[src/rtl/axi_lite_master.sv]
// axi_lite_master
//   Single-outstanding AXI4-Lite initiator. It turns a simple command/response
//   interface into one AXI4-Lite read or write at a time. Each VALID is held
//   until its handshake. The slave's response, and the read data for reads,
//   come back as a one-cycle rsp_valid pulse.
//
// Handshake rule (all channels): a beat transfers on a rising aclk edge where
//   VALID && READY. The master's VALIDs are driven only from registered state,
//   never combinationally from a READY. Payload is held stable while VALID is high.
//
// Ports
//   aclk, areset        : clock; synchronous active-high reset
//   cmd_valid/cmd_ready : command handshake (cmd_ready high only in IDLE)
//   cmd_write/addr/wdata/wstrb : command fields, captured on acceptance
//   rsp_valid           : one-cycle completion pulse
//   rsp_write/resp/rdata: completion info, held until the next completion
//   timeout_err         : sticky watchdog flag (0 when the watchdog is not built)
//   aw*/w*/b*/ar*/r*    : AXI4-Lite master-side channels
//   fsm_state           : current FSM state (debug)
//
// Build option
//   AXI_LITE_MASTER_TIMEOUT_EN : when defined, a wait-cycle counter sets
//   timeout_err after TIMEOUT_CYCLES busy cycles. The transaction continues.
module axi_lite_master #(
  parameter int ADDR_WIDTH     = 32,
  parameter int DATA_WIDTH     = 32,
  parameter int TIMEOUT_CYCLES = 1024
) (
  input  logic                      aclk,
  input  logic                      areset,
  input  logic                      cmd_valid,
  output logic                      cmd_ready,
  input  logic                      cmd_write,
  input  logic [ADDR_WIDTH-1:0]     cmd_addr,
  input  logic [DATA_WIDTH-1:0]     cmd_wdata,
  input  logic [DATA_WIDTH/8-1:0]   cmd_wstrb,
  output logic                      rsp_valid,
  output logic                      rsp_write,
  output logic [1:0]                rsp_resp,
  output logic [DATA_WIDTH-1:0]     rsp_rdata,
  output logic                      timeout_err,
  output logic [ADDR_WIDTH-1:0]     awaddr,
  output logic                      awvalid,
  input  logic                      awready,
  output logic [DATA_WIDTH-1:0]     wdata,
  output logic [DATA_WIDTH/8-1:0]   wstrb,
  output logic                      wvalid,
  input  logic                      wready,
  input  logic [1:0]                bresp,
  input  logic                      bvalid,
  output logic                      bready,
  output logic [ADDR_WIDTH-1:0]     araddr,
  output logic                      arvalid,
  input  logic                      arready,
  input  logic [DATA_WIDTH-1:0]     rdata,
  input  logic [1:0]                rresp,
  input  logic                      rvalid,
  output logic                      rready,
  output logic [2:0]                fsm_state
);

  typedef enum logic [2:0] {
    IDLE    = 3'd0,
    WR      = 3'd1,
    WR_RESP = 3'd2,
    RD_ADDR = 3'd3,
    RD_DATA = 3'd4
  } state_t;

  state_t state, state_next;
  logic   aw_done, w_done;
  logic   accept;

  assign accept    = cmd_valid && cmd_ready;
  assign fsm_state = state;

  always_ff @(posedge aclk) begin
    if (areset) begin
      state     <= IDLE;
      aw_done   <= 1'b0;
      w_done    <= 1'b0;
      awaddr    <= '0;
      araddr    <= '0;
      wdata     <= '0;
      wstrb     <= '0;
      rsp_valid <= 1'b0;
      rsp_write <= 1'b0;
      rsp_resp  <= 2'b00;
      rsp_rdata <= '0;
    end else begin
      state     <= state_next;
      rsp_valid <= 1'b0;
      case (state)
        IDLE: begin
          if (accept) begin
            aw_done <= 1'b0;
            w_done  <= 1'b0;
            if (cmd_write) begin
              awaddr <= cmd_addr;
              wdata  <= cmd_wdata;
              wstrb  <= cmd_wstrb;
            end else begin
              araddr <= cmd_addr;
            end
          end
        end
        WR: begin
          // Each channel remembers its own handshake so its VALID drops
          // independently of the other channel.
          if (awvalid && awready) aw_done <= 1'b1;
          if (wvalid && wready)   w_done  <= 1'b1;
        end
        WR_RESP: begin
          if (bvalid) begin
            rsp_valid <= 1'b1;
            rsp_write <= 1'b1;
            rsp_resp  <= bresp;
            rsp_rdata <= '0;
          end
        end
        RD_DATA: begin
          if (rvalid) begin
            rsp_valid <= 1'b1;
            rsp_write <= 1'b0;
            rsp_resp  <= rresp;
            rsp_rdata <= rdata;
          end
        end
        default: ;
      endcase
    end
  end

  always_comb begin
    state_next = state;
    cmd_ready  = 1'b0;
    awvalid    = 1'b0;
    wvalid     = 1'b0;
    bready     = 1'b0;
    arvalid    = 1'b0;
    rready     = 1'b0;
    case (state)
      IDLE: begin
        // Held low during reset so no command is taken while areset is high.
        cmd_ready = !areset;
        if (cmd_valid && !areset) state_next = cmd_write ? WR : RD_ADDR;
      end
      WR: begin
        // VALIDs come from state and the registered done flags only.
        awvalid = !aw_done;
        wvalid  = !w_done;
        if ((aw_done || awready) && (w_done || wready)) state_next = WR_RESP;
      end
      WR_RESP: begin
        bready = 1'b1;
        if (bvalid) state_next = IDLE;
      end
      RD_ADDR: begin
        arvalid = 1'b1;
        if (arready) state_next = RD_DATA;
      end
      RD_DATA: begin
        rready = 1'b1;
        if (rvalid) state_next = IDLE;
      end
      default: state_next = IDLE;
    endcase
  end

`ifdef AXI_LITE_MASTER_TIMEOUT_EN
  localparam int CW = $clog2(TIMEOUT_CYCLES + 1);
  localparam logic [CW-1:0] LIMIT    = CW'(TIMEOUT_CYCLES);
  localparam logic [CW-1:0] LIMIT_M1 = CW'(TIMEOUT_CYCLES - 1);

  logic [CW-1:0] wait_cnt;
  logic          timeout_flag;

  // The counter saturates at LIMIT. The flag is set on the increment that
  // reaches LIMIT, so it is visible right after TIMEOUT_CYCLES busy cycles.
  always_ff @(posedge aclk) begin
    if (areset) begin
      wait_cnt     <= '0;
      timeout_flag <= 1'b0;
    end else if (accept) begin
      wait_cnt <= '0;
    end else if (state != IDLE && wait_cnt != LIMIT) begin
      wait_cnt <= wait_cnt + 1'b1;
      if (wait_cnt == LIMIT_M1) timeout_flag <= 1'b1;
    end
  end

  assign timeout_err = timeout_flag;
`else
  // No watchdog in this build. The parameter is still referenced so both
  // builds share one parameter set. The expression is constant 0.
  assign timeout_err = 1'b0 & (TIMEOUT_CYCLES < 2);
`endif

endmodule

[config.mk]
export PLATFORM = sky130hd
export DESIGN_NAME = axi_lite_master
export DESIGN_NICKNAME = d
export VERILOG_FILES = /design/src/rtl/axi_lite_master.sv
export SDC_FILE = /design/constraint.sdc
export NUM_CORES = 1
export LEC_CHECK = 0
export BUFFER_PORTS_ARGS = -buffer_cell sky130_fd_sc_hd__buf_2
export CAP_MARGIN = 0
export CORE_MARGIN = 2
export CORE_UTILIZATION = 50
export DETAILED_ROUTE_END_ITERATION = 6
export PLACE_DENSITY_LB_ADDON = 0.3
export SYNTH_ARGS = -nofsm -noshare
export SYNTH_HDL_FRONTEND = slang
export SYNTH_SLANG_ARGS = --single-unit
[constraint.sdc]
create_clock -name aclk -period 2.25 [get_ports aclk]
set_input_delay 0.1125 -clock aclk [delete_from_list [all_inputs] [get_ports aclk]]
set_output_delay 0.1125 -clock aclk [all_outputs]
set_load 0.05 [all_outputs]
Word-level counts from Yosys, hierarchy flattened
Cells that the tools add are included.
Operators by class
  equal/unequal tests: 12
  multiplexer cells: 30
  bitwise gates (word level): 1
  reduce and logical (&&, ||, !) cells: 19
Operators with widths (number)
  $mux W32: 2
  $pmux W32 S2: 1
  $ne A2 B2 Y1 const B: 8
  $mux W3: 5
  $pmux W3 S5: 1
  $reduce_and A3 Y1: 5
  $mux W1: 13
  $pmux W1 S2: 4
  $eq A3 B2 Y1 const B: 2
  $mux W2: 3
  $logic_and A1 B1 Y1: 5
  $reduce_and A5 Y1: 1
  $pmux W2 S2: 1
  $reduce_bool A2 Y1: 2
  $eq A3 B1 Y1 const B: 1
  $eq A3 B3 Y1 const B: 1
  $logic_not A1 Y1: 3
  $logic_not A3 Y1: 1
  $logic_or A1 B1 Y1: 2
  $not A1 Y1: 1
Word-level totals
  flip-flop bits (word level): 141
  input bits: 113
  output and inout port bits: 146
  logic and storage cells: 73

Longest topological paths before layout
Gate-level depths: netlist of run 1.
  depth in word-level cells: 5
  mapped depth: 8
  depth with buffers taken out: 4

Worst setup path before layout of run 1
OpenSTA, ideal clock, no wires.
  path kind: reg-to-output
  from: reg state[0] (netlist: fsm_state[0])
  to: out cmd_ready
  data arrival time: 2.471 ns
  required time: 2.138 ns
  slack: -0.334 ns
  cell stages (with the launch flop): 4
  buffers on the path: 2
  path through: dfxtp_1 > buf_2 > clkbuf_1 > nor4_1
On the way
  longest elaborated chain between the ends: 2
RTL lines
  start, declared: line 70  | state_t state, state_next;
  start signal, assigned: line 91  | state <= state_next;
  $logic_not A3 Y1: line 142  | case (state)
  $mux W1: line 142
  end, declared: line 32  | output logic cmd_ready,
Every way passes these cells.

Final worst setup path of run 1
  from: reg state[0] (netlist: fsm_state[0])
  to: reg rsp_resp[0]
On the way
  longest elaborated chain between the ends: 3
  elaborated cells between the ends (all ways): 7
  classes of those cells: 4 x eq/ne; 1 x mux; 2 x reduce/logical
RTL lines
  $eq A3 B3 Y1 / $eq A3 B2 Y1 (equally long branches): line 93  | case (state)
  $ne A2 B2 Y1 (no line) / $reduce_bool A2 Y1 (equally long branches)
  $reduce_and A3 Y1 (no line)
  end signal, assigned: line 117  | rsp_resp <= bresp;
  end signal, assigned: line 125  | rsp_resp <= rresp;
  end, declared: line 39  | output logic [1:0] rsp_resp,
Parallel ways exist; a longest one is shown, timed or not.
A chain may end at the register's enable or synchronous reset.

==> flow_summary.ini, run 1 <==
[yosys]
top_cell_type_by_total_area_after_synthesis = sky130_fd_sc_hd__dfxtp_1
synth_top_cells_by_area = sky130_fd_sc_hd__dfxtp_1 (51%), sky130_fd_sc_hd__nand2b_1 (12%), sky130_fd_sc_hd__nand2_1 (9.2%)
syn_area_per_cell_sq_um = 8.50
synthesis.area_sq_um = 5550
main_combinational_cell_family_by_area_after_synthesis = simple AND/OR/NAND/NOR gates
synth_nets = 766
synth_compound_gate_area_share_pct = 14.7
synth-seq-cells = 141
yosysSeqAreaShare_pct = 50.9
synth_xor_xnor_area_share_pct = 0
syn_inst = 653
yosys.area_share.adder_pct = 0
synth.yosys.warnings = 0
post_synth_and_or_nand_nor_area_fraction_pct = 27.6
muxShareOfSynthArea_pct = 0.744
synth.distinct_cells = 38
yosys.area.top_type_share_pct = 50.9

[setup_path]
timing.critical_path.required_ns = 2.63
endpoint_kind = flop
worst_r2r_endpoint = rsp_resp[0]$_SDFFE_PP0P_
setup.worst_path.class = reg -> reg
worst_path_fanout_max = 17
reg2reg_slack_ns = 0.05
cp-start-kind = flop
regToRegStartpoint = fsm_state[0]$_SDFFE_PP0P_
worst_path_arrival_time_ns = 2.58
ff2ff_path_depth = 6

[routing]
drt_first_iter_violations = 549
postRouteWirelength_mm = 18.3
detail_route_antenna_nets = 0
post_drt_via_cell_ratio = 5.19
dr.pass1.iters = 6
vias = 6041
post-route-drc-count = 0
drt-wirelength-per-cell_um = 15.7

[grt]
grt_max_degree = 120
grt_antenna_before_repair = 0
globalRouteOverflowTotal = 0
overall_track_demand_over_capacity_in_global_routing_pct = 29.6
grt_pass1_vias = 5991
grt_first_pass_wirelength_mm = 27.8

[sta]
finalSetupViolations = 0
timing.setup.tns_ns = 0
finalHoldViolations = 0
final_period_minus_worst_setup_slack_ns = 2.20
grt_setup_unrepaired = no
fin_worst_skew_ns = 0.00721
timing.final.crit_share_pct = 97.8
achievable-frequency_mhz = 454
final-max-slew-violation-count = 0

[floorplan]
fp.dieArea_sq_um = 12000
dieHeight_um = 109
start_util_pct = 51.2
core_sq_um = 10800
rows = 38
ioPinCount = 259
dieWidth_um = 109

[worst_hold_path]
min_to = fsm_state[1]$_SDFFE_PP0P_
holdCritStartpoint = cmd_write
hp-class = in -> reg
worstHoldPathCells = 3

[placed_design]
detailed_place_hpwl_mm = 10.1
placedCellCount = 1005
gpl.final_weighted_congestion = 0.786
buffer_ports.inserted = 257
dpl-instance-area_sq_um = 6850

[cts]
clk_root_buffer_cell = sky130_fd_sc_hd__clkbuf_8
cts_tree = yes
path_clk_slew_ns = 0.06
worstSkewPairLatency_ns = 0.51
clock_sink_count = 141
cts_htree_levels = 4
cts_max_path_buffers = 2
numCtsBuffers = 17

[layout]
drive_above_1_share_pct = 30.9
syn2layout_area_growth_pct = 56.5
fillers = 673
area.sequential_sq_um = 2820
fin_nets = 1122
finish.cell_count_without_fillers = 1163
multi_input_comb_area_sq_um = 2420
final_area_sq_um = 8680

[pwr]
leakage_power_total_nw = 3.86
report.power.total_mw = 6.50
areal_power_density_over_the_cells_nw_per_um2 = 749
peak_supply_drop_v = 0.000457

[run]
cap_viol_max_count = 0

[status]
outcome = complete, no violations
## how the worst max path moves through the flow
stage / from / slack [ns] / depth (start not counted) / endpoint
floorplan: fsm_state[2]$_SDFFE_PP0P_ / 0.15 / 5 / rsp_resp[0]$_SDFFE_PP0P_
global placement: fsm_state[0]$_SDFFE_PP0P_ / 0.54 / 5 / awaddr[17]$_SDFFE_PP0P_
detailed placement: fsm_state[0]$_SDFFE_PP0P_ / 0.42 / 5 / awaddr[20]$_SDFFE_PP0P_
CTS: fsm_state[1]$_SDFFE_PP0P_ / 0.06 / 5 / rsp_rdata[17]$_SDFFE_PP0P_
global route: fsm_state[0]$_SDFFE_PP0P_ / 0.01 / 6 / rsp_resp[0]$_SDFFE_PP0P_
finish: fsm_state[0]$_SDFFE_PP0P_ / 0.05 / 6 / rsp_resp[0]$_SDFFE_PP0P_
## registers in the layout, indices dropped and copies added (netlist names)
signal     flops
rsp_write      1
aw_done        1
fsm_state      3
rsp_rdata     32
rsp_valid      1
araddr        32
w_done         1
rsp_resp       2
wstrb          4
awaddr        32
wdata         32
## cell usage after synthesis, drive strengths merged
cell type and number:
dfxtp 141, nand2 136, nand2b 104, o21ai 103
a21oi 37, nand4 32, clkbuf 29, buf 28
nor2 10, a21o 3, inv 3, mux2i 3
nor3b 3, a211oi 2, a22oi 2, nor3 2
nor4bb 2, a2111oi 1, a221oi 1, a31oi 1
and2 1, and4b 1, conb 1, mux2 1
nand3b 1, nand4b 1, nor2b 1, nor4 1
o21a 1, o221ai 1
## routing by layer
metal | track usage [%] | wire length, um | vias to the layer above
met5 | 0 | 0 | -
met1 | 32.2 | 6890 | 2783
met4 | 20.7 | 915 | 0
li1 | - | - | 2889
met3 | 7.77 | 1350 | 72
met2 | 50.2 | 9090 | 297
## layout by cell type, fill, tap and decap left out, types with 5 or more instances in the layout
cell type / instances
sky130_fd_sc_hd__a21oi_1: 37
sky130_fd_sc_hd__nor2_1: 9
sky130_fd_sc_hd__dfxtp_1: 140
sky130_fd_sc_hd__clkinvlp_4: 6
sky130_fd_sc_hd__buf_12: 5
sky130_fd_sc_hd__dlygate4sd3_1: 122
sky130_fd_sc_hd__buf_2: 256
sky130_fd_sc_hd__buf_4: 10
sky130_fd_sc_hd__nand2_1: 136
sky130_fd_sc_hd__clkbuf_16: 16
sky130_fd_sc_hd__o21ai_0: 83
sky130_fd_sc_hd__nand4_1: 32
sky130_fd_sc_hd__nand2b_1: 104
sky130_fd_sc_hd__o21ai_1: 20
## area by class of cell
| cell class | instances | share of cell area (%) |
|---|---|---|
| multi-input combinational | 452 | 27.8 |
| timing repair buffer | 394 | 31.0 |
| inverter | 3 | 0.130 |
| clock buffer | 19 | 5.09 |
| sequential | 141 | 32.5 |
| clock inverter | 13 | 1.34 |
| tap | 140 | 2.02 |
| antenna | 1 | 0.0288 |
## critical path, cell delays in order (launching register included)
cell                            delay, ns
sky130_fd_sc_hd__dfxtp_1             0.36
sky130_fd_sc_hd__buf_4               0.22
sky130_fd_sc_hd__nor3b_4             0.29
sky130_fd_sc_hd__mux2_2              0.39
sky130_fd_sc_hd__dlygate4sd3_1       0.58
sky130_fd_sc_hd__mux2i_1             0.16
sky130_fd_sc_hd__nor2_1              0.07
## timing repair
| action | 4_1_cts | 5_1_grt |
|---|---|---|
| resized for setup | 0 | 3 |
| hold endpoints to repair | 140 | 0 |
| hold buffers | 122 | 0 |
| setup endpoints to repair | 0 | 11 |
| buffers inserted | 0 | 3 |
## power by group
| group | internal, mW | leakage, nW | switching (mW) |
|---|---|---|---|
| registers | 2.61 | 1.15 | 0.0736 |
| clock network | 1.53 | 0.259 | 1.08 |
| logic | 0.420 | 2.45 | 0.791 |
| total | 4.56 | 3.86 | 1.95 |
## logic make-up (layout without fill, tap and decap cells)
family / count (synthesis) / after routing
other: 1 / 2
flip-flops: 141 / 141
buffers and inverters: 60 / 429
multiplexers: 4 / 4
AO/OA/AOI/OAI: 152 / 152
AND/OR/NAND/NOR: 295 / 295
## metrics by stage
stage          worst slack (ns)  util, %  hold WS, ns
2_1_floorplan             0.145        -        0.221
6_report                 0.0487     80.1       0.0374
3_5_place_dp              0.418     63.2        0.312
4_1_cts                  0.0558     79.6       0.0214
3_3_place_gp              0.543     63.2        0.306
5_1_grt                  0.0120     80.0       0.0385
(Power assumes the default switching activity.)
==> inputs of run 2 (changes only) <==
--- a/config.mk
+++ b/config.mk
@@ -8,9 +8,10 @@
 export BUFFER_PORTS_ARGS = -buffer_cell sky130_fd_sc_hd__buf_2
 export CAP_MARGIN = 0
 export CORE_MARGIN = 2
-export CORE_UTILIZATION = 50
+export CORE_UTILIZATION = 47
 export DETAILED_ROUTE_END_ITERATION = 6
-export PLACE_DENSITY_LB_ADDON = 0.3
+export GPL_TIMING_DRIVEN = 0
+export PLACE_DENSITY = 0.84
 export SYNTH_ARGS = -nofsm -noshare
 export SYNTH_HDL_FRONTEND = slang
 export SYNTH_SLANG_ARGS = --single-unit
==> constraint.sdc (replaced) <==
create_clock -name aclk -period 2.4 [get_ports aclk]
set_input_delay 0.12 -clock aclk [delete_from_list [all_inputs] [get_ports aclk]]
set_output_delay 0.12 -clock aclk [all_outputs]
set_load 0.05 [all_outputs]
==> flow_summary.ini, run 2 (same netlist as run 1, synthesis figures left out) <==
[grt]
grt_max_degree = 17
globalRouteOverflowTotal = 0
grt_pass1_vias = 6430
overall_track_demand_over_capacity_in_global_routing_pct = 32.0
grt_first_pass_wirelength_mm = 32.3
grt_antenna_before_repair = 0

[floorplan]
core_sq_um = 11500
dieWidth_um = 113
start_util_pct = 48.4
ioPinCount = 259
fp.dieArea_sq_um = 12700
rows = 39
dieHeight_um = 113

[layout]
mostFrequentLayoutCells = sky130_fd_sc_hd__buf_2 (272), sky130_fd_sc_hd__dfxtp_1 (141), sky130_fd_sc_hd__nand2_1 (136)
antenna-diode-count = 0
final_area_sq_um = 8660
syn2layout_area_growth_pct = 56.1
fillers = 755
final_util_pct = 75.5
mostFrequentLayoutCell = sky130_fd_sc_hd__buf_2
drive_above_1_share_pct = 31.5
fin_nets = 1140

[cts]
worstSkewPairLatency_ns = 0.42
post_cts_buffers = 0
cts_max_path_buffers = 2
clock_sink_count = 141
numCtsBuffers = 17
clk_root_buffer_cell = sky130_fd_sc_hd__clkbuf_16
post_cts_hold_buffer_count = 99
cts_htree_levels = 4
cts_tree = yes
path_clk_slew_ns = 0.06
cts-resized-gates = 0

[sta]
finalHoldViolations = 0
grt_setup_unrepaired = no
timing.setup.tns_ns = 0
hold_slack_ns = 0.0147
timing.final.crit_share_pct = 84.5
postLayoutSetupSlackWorst_ns = 0.371
final-max-slew-violation-count = 0
finalSetupViolations = 0
fin_worst_skew_ns = 0.00636
final_period_minus_worst_setup_slack_ns = 2.03
achievable-frequency_mhz = 493

[placed_design]
gpl.final_weighted_congestion = 0.826
buffer_ports.inserted = 256
dpl-instance-area_sq_um = 7020
detailed_place_hpwl_mm = 11.9
detailedPlace.worstSlack_ns = 0.511

[routing]
postRouteWirelength_mm = 20.3
drt-wirelength-per-cell_um = 17.2
vias = 6318
drt_first_iter_violations = 569
detail_route_antenna_nets = 0
post-route-drc-count = 0
post_drt_via_cell_ratio = 5.34
dr.pass1.iters = 5

[setup_path]
reg2reg_slack_ns = 0.59
worst_r2r_endpoint = wdata[7]$_SDFFE_PP0P_
timing.critical_path.required_ns = 2.28
worst_path_arrival_time_ns = 1.91
cp-start-kind = flop
ff2ff_path_depth = 6
worst_path_fanout_max = 10
setup.worst_path.class = reg -> out
endpoint_kind = output port
regToRegStartpoint = fsm_state[0]$_SDFFE_PP0P_

[worst_hold_path]
worstHoldPathCells = 3
min_to = fsm_state[2]$_SDFFE_PP0P_
holdCritStartpoint = arready
hp-class = in -> reg

[pwr]
combPwrFrac_pct = 17.5
total_switching_power_mw = 1.87
seq_power_share_pct = 38.1
leakage_power_total_nw = 3.89
power.internal_mw = 4.72
peak_supply_drop_v = 0.000693
switching_share_pct = 28.3
power.share.clock_pct = 44.3
areal_power_density_over_the_cells_nw_per_um2 = 761

[status]
outcome = complete, no violations

[run]
cap_viol_max_count = 0
run 2: final cells by class:
| class | count | area [sq um] | share of cell area (%) |
|---|---|---|---|
| Timing Repair Buffer | 355 | 2270 | 26.2 |
| Clock inverter | 12 | 191 | 2.21 |
| Sequential cell | 141 | 2820 | 32.6 |
| Tap cell | 143 | 179 | 2.07 |
| Buffer | 57 | 322 | 3.71 |
| Inverter | 3 | 11.3 | 0.130 |
| Clock buffer | 20 | 457 | 5.27 |
| Multi-Input combinational cell | 452 | 2400 | 27.8 |
run 2: how the worst max path moves through the flow:
stage | cells past startpoint | endpoint | slack (ns) | start
6_report | 5 | wvalid | 0.37 | fsm_state[0]$_SDFFE_PP0P_
3_3_place_gp | 6 | cmd_ready | 0.51 | areset
3_5_place_dp | 6 | cmd_ready | 0.51 | areset
4_1_cts | 4 | arvalid | 0.37 | fsm_state[1]$_SDFFE_PP0P_
2_1_floorplan | 5 | rsp_resp[0]$_SDFFE_PP0P_ | 0.08 | fsm_state[2]$_SDFFE_PP0P_
5_1_grt | 5 | awvalid | 0.18 | fsm_state[0]$_SDFFE_PP0P_
run 2: critical path: stages, from the launching register on:
cell                       delay (ns)
sky130_fd_sc_hd__dfxtp_1         0.31
sky130_fd_sc_hd__buf_2           0.24
sky130_fd_sc_hd__clkbuf_1        0.41
sky130_fd_sc_hd__nand2_1         0.14
sky130_fd_sc_hd__nor2_1          0.10
sky130_fd_sc_hd__buf_2           0.27
run 2: routing by layer:
layer  up-vias  GRT usage [%]  part of all wire [%]
met3        73           9.77                   7.3
met5         -              0                     0
met2       330           55.4                    50
met1      2990           35.5                    38
li1       2925              -                     -
met4         0           16.3                   4.4
run 2: metrics by stage:
step                      instances  total power, mW
after floorplan                 653             3.24
after global placement         1052             3.54
after detailed placement       1052             3.55
after CTS                      1183             6.55
after global routing           1183             6.78
final                          1183             6.59
run 2: power groups by stage:
| stage | registers, mW | clock network, mW | logic (mW) |
|---|---|---|---|
| floorplan | 2.92 | 0 | 0.322 |
| finish | 2.51 | 2.92 | 1.16 |
| global route | 2.52 | 3.04 | 1.22 |
| detailed placement | 2.55 | 0 | 0.998 |
| global placement | 2.55 | 0 | 0.991 |
| CTS | 2.51 | 2.91 | 1.13 |
